`src/rtl/disp_arb_pkg.sv`:
```
// Shared types and constants for the display request arbiter.
// Holds the state encoding, the reset constants and the requester-index width helper.
package disp_arb_pkg;

  typedef enum logic {
    IDLE = 1'b0,
    HOLD = 1'b1
  } state_t;

  localparam int DISP_DATA_RST = 0;
  localparam int RR_PTR_RST    = 0;

  // A single requester still needs a one-bit index.
  function automatic int idx_w(input int n);
    return (n > 1) ? $clog2(n) : 1;
  endfunction

endpackage

```
`src/rtl/disp_rr_picker.sv`:
```
// Combinational round-robin picker: first set req at or above ptr, wrapping.
// Written generically so other shared-resource arbiters can reuse it.
module disp_rr_picker #(
  parameter int NUM_REQ = 4,
  parameter int IDX_W   = 2
) (
  input  logic [NUM_REQ-1:0] req,
  input  logic [IDX_W-1:0]   ptr,
  output logic [IDX_W-1:0]   winner,
  output logic               any_req
);

  int idx;

  // Scan from the farthest offset down so the nearest set bit is written last.
  always_comb begin
    winner = '0;
    idx    = 0;
    for (int off = NUM_REQ - 1; off >= 0; off--) begin
      idx = (int'(ptr) + off) % NUM_REQ;
      if (req[IDX_W'(idx)]) winner = IDX_W'(idx);
    end
  end

  assign any_req = |req;

endmodule

```
`src/rtl/display_request_arbiter.sv`:
```
// Round-robin sharing of the hex display with a minimum hold time per grant.
// Optional macro DISP_PREEMPT_EN makes requester 0 a preempting priority requester.
module display_request_arbiter
  import disp_arb_pkg::*;
#(
  parameter int  NUM_REQ     = 4,
  parameter int  DATA_W      = 7,
  parameter int  HOLD_CYCLES = 50000000,
  localparam int CNT_W       = $clog2(HOLD_CYCLES + 1),
  localparam int IDX_W       = idx_w(NUM_REQ)
) (
  input  logic                      clock,
  input  logic                      reset,
  input  logic [NUM_REQ-1:0]        req,
  input  logic [NUM_REQ*DATA_W-1:0] req_data,
  output logic [NUM_REQ-1:0]        ack,
  output logic [DATA_W-1:0]         disp_data,
  output logic                      disp_valid,
  output logic [IDX_W-1:0]          disp_owner,
  output logic                      busy
);

  state_t             state;
  logic [CNT_W-1:0]   cnt;
  logic [IDX_W-1:0]   ptr;
  logic [IDX_W-1:0]   pick;
  logic [IDX_W-1:0]   winner;
  logic               any_req;
  logic               preempt;
  logic               grant;
  logic [DATA_W-1:0]  sel_data;

  disp_rr_picker #(
    .NUM_REQ (NUM_REQ),
    .IDX_W   (IDX_W)
  ) u_picker (
    .req     (req),
    .ptr     (ptr),
    .winner  (pick),
    .any_req (any_req)
  );

`ifdef DISP_PREEMPT_EN
  assign preempt = (state == HOLD) && req[0] && (disp_owner != '0);
`else
  assign preempt = 1'b0;
`endif

  assign grant  = preempt || (any_req && ((state == IDLE) || (cnt == '0)));
  assign winner = preempt ? '0 : pick;

  always_comb begin
    sel_data = '0;
    for (int i = 0; i < NUM_REQ; i++) begin
      if (winner == IDX_W'(i)) sel_data = req_data[i*DATA_W +: DATA_W];
    end
  end

  always_ff @(posedge clock or negedge reset) begin
    if (!reset) begin
      state      <= IDLE;
      cnt        <= '0;
      ptr        <= IDX_W'(RR_PTR_RST);
      ack        <= '0;
      disp_data  <= DATA_W'(DISP_DATA_RST);
      disp_valid <= 1'b0;
      disp_owner <= '0;
      busy       <= 1'b0;
    end else begin
      ack <= '0;
      if (grant) begin
        ack[winner] <= 1'b1;
        disp_data   <= sel_data;
        disp_owner  <= winner;
        disp_valid  <= 1'b1;
        cnt         <= CNT_W'(HOLD_CYCLES - 1);
        ptr         <= (int'(winner) == NUM_REQ - 1) ? '0 : winner + 1'b1;
        state       <= HOLD;
        busy        <= 1'b1;
      end else if (state == HOLD) begin
        if (cnt != '0) begin
          cnt <= cnt - 1'b1;
        end else begin
          state <= IDLE;
          busy  <= 1'b0;
        end
      end
    end
  end

endmodule

```
`config.mk`:
```
export PLATFORM = sky130hd
export DESIGN_NAME = display_request_arbiter
export DESIGN_NICKNAME = d
export VERILOG_FILES = /design/src/rtl/disp_arb_pkg.sv /design/src/rtl/disp_rr_picker.sv /design/src/rtl/display_request_arbiter.sv
export SDC_FILE = /design/constraint.sdc
export NUM_CORES = 1
export LEC_CHECK = 0
export CAP_MARGIN = 20
export CORE_MARGIN = 2
export CORE_UTILIZATION = 47
export CTS_BUF_LIST = sky130_fd_sc_hd__clkbuf_16
export CTS_CLUSTER_SIZE = 20
export DETAILED_ROUTE_END_ITERATION = 8
export PLACE_DENSITY = 0.76
export SYNTH_ARGS = -nofsm -noshare
export SYNTH_HDL_FRONTEND = slang
export SYNTH_SLANG_ARGS = --single-unit
```
`constraint.sdc`:
```
create_clock -name clock -period 2.2 [get_ports clock]
set_input_delay 0.33 -clock clock [delete_from_list [all_inputs] [get_ports clock]]
set_output_delay 0.33 -clock clock [all_outputs]
set_load 0.05 [all_outputs]
```
* Yosys cells after proc, flatten, opt, wreduce, memory -nomap -nowiden
Index checks and enable logic that the tools add are counted.
** Storage, ports and cells
- Bits in registers :: 44
- Bits in latches :: 0
- Bits in writable memories :: 0
- ROM bits :: 0
- Bits of input ports :: 34
- Output and inout bits :: 15
- Word-level logic and storage cells :: 69
- Memories :: 0
** Cells by class
- Add/sub/neg operators :: 5
- $mul :: 0
- Div/mod/pow operators :: 0
- Magnitude comparators :: 6
- Equality and inequality tests :: 5
- Shifts and indexed selects :: 0
- Mux-type cells :: 33
- Bitwise gates (word level) :: 1
- Reduce and logical (&&, ||, !) cells :: 11
** Operators with widths (number)
- $mux 26 :: 3
- $mux 7 :: 4
- $logic_not 26->1 :: 1
- $reduce_bool 26->1 :: 1
- $sub 26x1->26 const B :: 1
- $lt 2x4->1 const B :: 4
- $mux 1 :: 15
- $mux 2 :: 5
- $bmux 1 s2 :: 4
- $add 2x1->2 const B :: 2
- $add 2x2->2 const B :: 2
- $eq 2x1->1 const B :: 2
- $eq 2x2->1 const B :: 2
- $mux 4 :: 1
- $reduce_and 2->1 :: 2
- $reduce_bool 2->1 :: 2
- $reduce_or 4->1 :: 1
- $lt 2x3->1 const B :: 1
- $demux 1 s2 :: 1
- $ge 2x1->1 const B :: 1
- $logic_and 1x1->1 :: 2
- $logic_not 2->1 :: 1
- $ne 2x2->1 const B :: 1
- $logic_or 1x1->1 :: 1
- $not 1->1 :: 1

* Longest topological paths before layout
- Depth in word-level cells :: 13
- Depth in mapped cells :: 11
- Gate-level depth less buffers :: 10

* Modules after synthesis
A second synthesis with hierarchy kept.
** Second synthesis, totals
- Cells, all modules :: 277
- Area total of the unflattened synthesis :: 2648.8 um^2
** By module, submodules not included
- display_request_arbiter :: instances 1, cells an instance 264, area an instance 2571.2 um^2, sequential area each 1101.1 um^2
- disp_rr_picker :: instances 1, cells an instance 13, area an instance 77.6 um^2, sequential area each 0.0 um^2

* Worst setup path after synthesis
No wires, ideal clock.
- Path type :: reg2reg
- Start point :: reg ptr[1]
- End point :: reg disp_data[0]
- Setup time :: 123 ps
- Data arrival time :: 2120 ps
- Required time :: 2077 ps
- Setup slack :: -43 ps
- Stages on the path, launching flop included :: 10
- Path buffers :: 1
- Clock period less this slack :: 2243 ps
- Cell sequence :: dfrtp_1 -> nor2b_1 -> a221oi_1 -> ha_1 -> clkbuf_1 -> nor2b_1 -> a221oi_1 -> nor3_1 -> a21oi_1 -> a21oi_1
** On the way
- Longest elaborated chain between the ends :: 13
- Elaborated cells on any way between the ends :: 27
- Classes of those cells :: add/sub: 3; eq/ne: 3; mux: 20; reduce/logical: 1
** Ends and longest elaborated chain
- from (decl) :: RTL line display_request_arbiter.sv:25 : logic [IDX_W-1:0] ptr;
- from (signal assigned) :: RTL line display_request_arbiter.sv:63 : ptr <= IDX_W'(RR_PTR_RST);
- from (signal assigned) :: RTL line display_request_arbiter.sv:77 : ptr <= (int'(winner) == NUM_REQ - 1) ? '0 : winner + 1'b1;
- $add 2x2->2 :: RTL line disp_rr_picker.sv:20 : idx = (int'(ptr) + off) % NUM_REQ;
- $bmux 1 s2 :: RTL line disp_rr_picker.sv:21 : if (req[IDX_W'(idx)]) winner = IDX_W'(idx);
- $mux 1 (not written as such) (2 in a row) :: RTL line disp_rr_picker.sv:21
- $mux 2 (3 in a row) :: RTL line disp_rr_picker.sv:21
- $mux 2 * :: RTL line disp_rr_picker.sv:21
- via pick[0] :: RTL line display_request_arbiter.sv:26 : logic [IDX_W-1:0] pick;
- $logic_not 2->1 :: RTL line display_request_arbiter.sv:55 : if (winner == IDX_W'(i)) sel_data = req_data[i*DATA_W +: DATA_W];
- $mux 7 (3 in a row) :: RTL line display_request_arbiter.sv:55
- $mux 7 * :: RTL line display_request_arbiter.sv:55
- to (signal assigned) :: RTL line display_request_arbiter.sv:65 : disp_data <= DATA_W'(DISP_DATA_RST);
- to (signal assigned) :: RTL line display_request_arbiter.sv:73 : disp_data <= sel_data;
- to (decl) :: RTL line display_request_arbiter.sv:17 : output logic [DATA_W-1:0] disp_data,
The timed path passes the listed nets; every way through them passes the cells marked *. The select of a mux whose other input is x is not followed.
A chain may end at the register's enable or synchronous reset.

* Worst setup path after layout
- Start point :: reg ptr[1]
- End point :: reg disp_data[3]
The elaborated chain is that of the path after synthesis.

==> qor.csv <==
stage,metric,value,unit
power,vdd_ir_drop_max,0.000520,V
worst_setup_path,r2r_slack,0.04,ns
worst_setup_path,rr_startpoint,ptr[1],
floorplan,num_rows,26,
worst_setup_path,cp_num_cells,10,
floorplan,die_h,77.7,um
timing,tightest_slew,0.616,ns
worst_setup_path,crit_path_top_delay_cell,dfrtp_2,
floorplan,ios,49,
worst_setup_path,critical_path_class,reg -> reg,
worst_setup_path,critPathTopFamily,compound AO/OA/AOI/OAI gates,
placement,port_buffers,48,
power,leakagePower,1.47,nW
finish,n_antenna_cell,0,
worst_setup_path,required,2.41,ns
worst_setup_path,slowest_delay,0.46,ns
grt,grt_pass1_wl,11.4,mm
worst_setup_path,worstPathCellList,buf_6 > a2111oi_4 > nor2_2 > inv_2 > ha_4 > nor2b_4 > a221oi_1 > nor3_1 > a21oi_1 > a21oi_1,
grt,grt_usage,23.8,%
cts,cts_hold_buf,0,
timing,max_freq,0.462,GHz
worst_setup_path,path_max_fanout,6,
timing,setup_viol,0,
timing,fin_skew,0.00556,ns
timing,timing.final.crit_share,98.3,%
detailed_routing,drtIter0Drc,155,
finish,most-common-layout-cells,"dfrtp_1 (43), clkdlybuf4s50_1 (43), a21oi_1 (29), buf_4 (29), nor3_1 (22)",
worst_setup_path,crit_arrival,2.37,ns
floorplan,core_area,0.00517,mm^2
logic_synthesis,ys.flop_type,dfrtp_1,
timing,period_minus_slack,2.16,ns
logic_synthesis,syn_avg_cell_area,9.59,um^2
detailed_routing,drt-total-wl,6.84,mm
worst_setup_path,worstReg2RegEnd,disp_data[3],
cts,htreeDepth,2,
worst_setup_path,worst-path-buf-inv,2,
timing,hold_violations,0,
detailed_routing,dr_total_vias,2400,
worst_setup_path,cp-startpoint,ptr[1],
timing,whs,0.0550,ns
grt,grt_overflow,0,
worst_setup_path,startpoint_type,flip-flop,
grt,grt_pass1_vias,2451,
placement,globalplace.congestion,0.823,
cts,cts_tree,yes,
timing,setup_tns,0,ns
logic_synthesis,yosysSeqAreaShare,43.2,%
floorplan,start_util,49.3,%
logic_synthesis,postSynthCellCount,266,
logic_synthesis,synthArstFlopShare,100,%
finish,synthToLayoutAreaGrowth,43.6,%
detailed_routing,postRouteAntennaNets,0,
worst_setup_path,endpoint_kind,flip-flop,
detailed_routing,drc_errors,0,
detailed_routing,first_pass_iters,4,
worst_hold_path,hp-class,in -> async,
cts,cts_root_buf,clkbuf_16,
logic_synthesis,syn-cell-area,0.00255,mm^2
cts,clock_path_buffers,2,
detailed_routing,vias_per_cell,5.85,
logic_synthesis,synth_fp_nets,306,
power,power.density,766,mW/mm^2
cts,cts.reportedPaths.clkPinSlew,0.06,ns
timing,rsz0062_at_grt,yes,
placement,place_worst_setup_slack,-0.444,ns
detailed_routing,wl_per_cell,16.7,um
cts,cts.sinks,44,
timing,slew_headroom,58.9,%
logic_synthesis,synth-edff-count,0,
finish,fillers,355,
grt,grt_start_max_net_pins,40,
logic_synthesis,yosysWarnings,0,
status,outcome,"complete, no violations",
floorplan,die_area,0.00603,mm^2
timing,worst_slack,0.0375,ns
timing,timing.final.max_slew_violations,0,
worst_setup_path,cpMostUsedCell,a21oi_1,
finish,nets,380,
cts,insertion_delay,0.28,ns
worst_setup_path,r2r.worst_path.cells,10,
finish,drive_gt1_share,22.9,%
logic_synthesis,synth_seq_cells,44,
run,cap_violations,0,
logic_synthesis,synth_cell_type_count,48,
cts,numCtsBuffers,5,
placement,dpl.hpwl,4.52,mm
grt,antenna_found_initial,0,
floorplan,die_w,77.7,um
cell type report:
cell class / count / area, um^2 / area share, %
Sequential cell: 44 / 1100 / 30.1
Inverter: 8 / 30.0 / 0.819
Clock buffer: 5 / 125 / 3.41
Timing Repair Buffer: 81 / 754 / 20.6
Clock inverter: 2 / 60.1 / 1.64
Multi-Input combinational cell: 200 / 1510 / 41.1
Tap cell: 70 / 87.6 / 2.39
Yosys cell counts (all sizes together), types with 5 or more instances:
cell	count	area share, %
buf	7	2.3
nor3	23	4.5
nor4	9	3.9
or3	5	1.2
nand2	12	1.8
o21ai	10	2.0
ha	6	2.9
nor2	19	3.7
o31ai	16	5.3
dfrtp	44	43
inv	8	1.2
a21oi	32	6.3
and3	5	1.2
a31oi	7	1.7
a221oi	7	2.4
clkbuf	7	1.0
nor2b	8	2.0
metrics by stage:
stage	util (%)	total power, mW	instance area, um^2	cells
after global routing	70.9	2.95	3660	410
after detailed placement	63.8	1.77	3300	401
after floorplan	-	1.47	2560	266
after CTS	68.7	2.76	3560	410
after global placement	63.8	1.74	3300	401
final	70.9	2.81	3660	410
kinds of logic after synthesis:
kind of cell | count (synthesis) | share of synthesized area (%)
adders and majority gates | 6 | 2.94
DFF | 44 | 43.2
and+or+nand+nor | 97 | 22.7
xor gates and xnor gates | 3 | 1.03
AOI/OAI and AO/OA | 87 | 22.7
muxes | 7 | 2.94
buffers and inverters | 22 | 4.51
state kept, by name, summed over array words and instances (netlist names):
name,count
ack,4
busy,1
cnt,26
disp_data,7
disp_owner,2
disp_valid,1
ptr,2
state,1
worst max path at each step:
stage | end | slack [ns]
global placement | disp_data[5] | -0.32
floorplan | disp_data[5] | 0.07
detailed placement | disp_data[2] | -0.44
CTS | disp_data[2] | 0.02
global route | disp_data[3] | -0.11
finish | disp_data[3] | 0.04
routing by layer:
metal | part of all wire [%] | up-vias | global-route usage (%)
li1 | - | 1148 | -
met1 | 43 | 1169 | 30.1
met2 | 50 | 63 | 39.5
met3 | 3.9 | 20 | 4.53
met4 | 3.2 | 0 | 10.9
met5 | 0 | - | 0
where the power goes:
| part | switching (mW) | leakage, nW | internal, mW |
|---|---|---|---|
| logic | 0.426 | 0.880 | 0.375 |
| clock network | 0.296 | 0.0899 | 0.644 |
| registers | 0.165 | 0.499 | 0.904 |
repair_timing:
| action | in CTS | in global routing |
|---|---|---|
| endpoints found under the setup margin | 7 | 6 |
| resized for setup | 17 | 20 |
| setup buffers | 3 | 0 |
| pin swaps | 8 | 8 |
No activity file was read; power rests on OpenSTA's default activity.
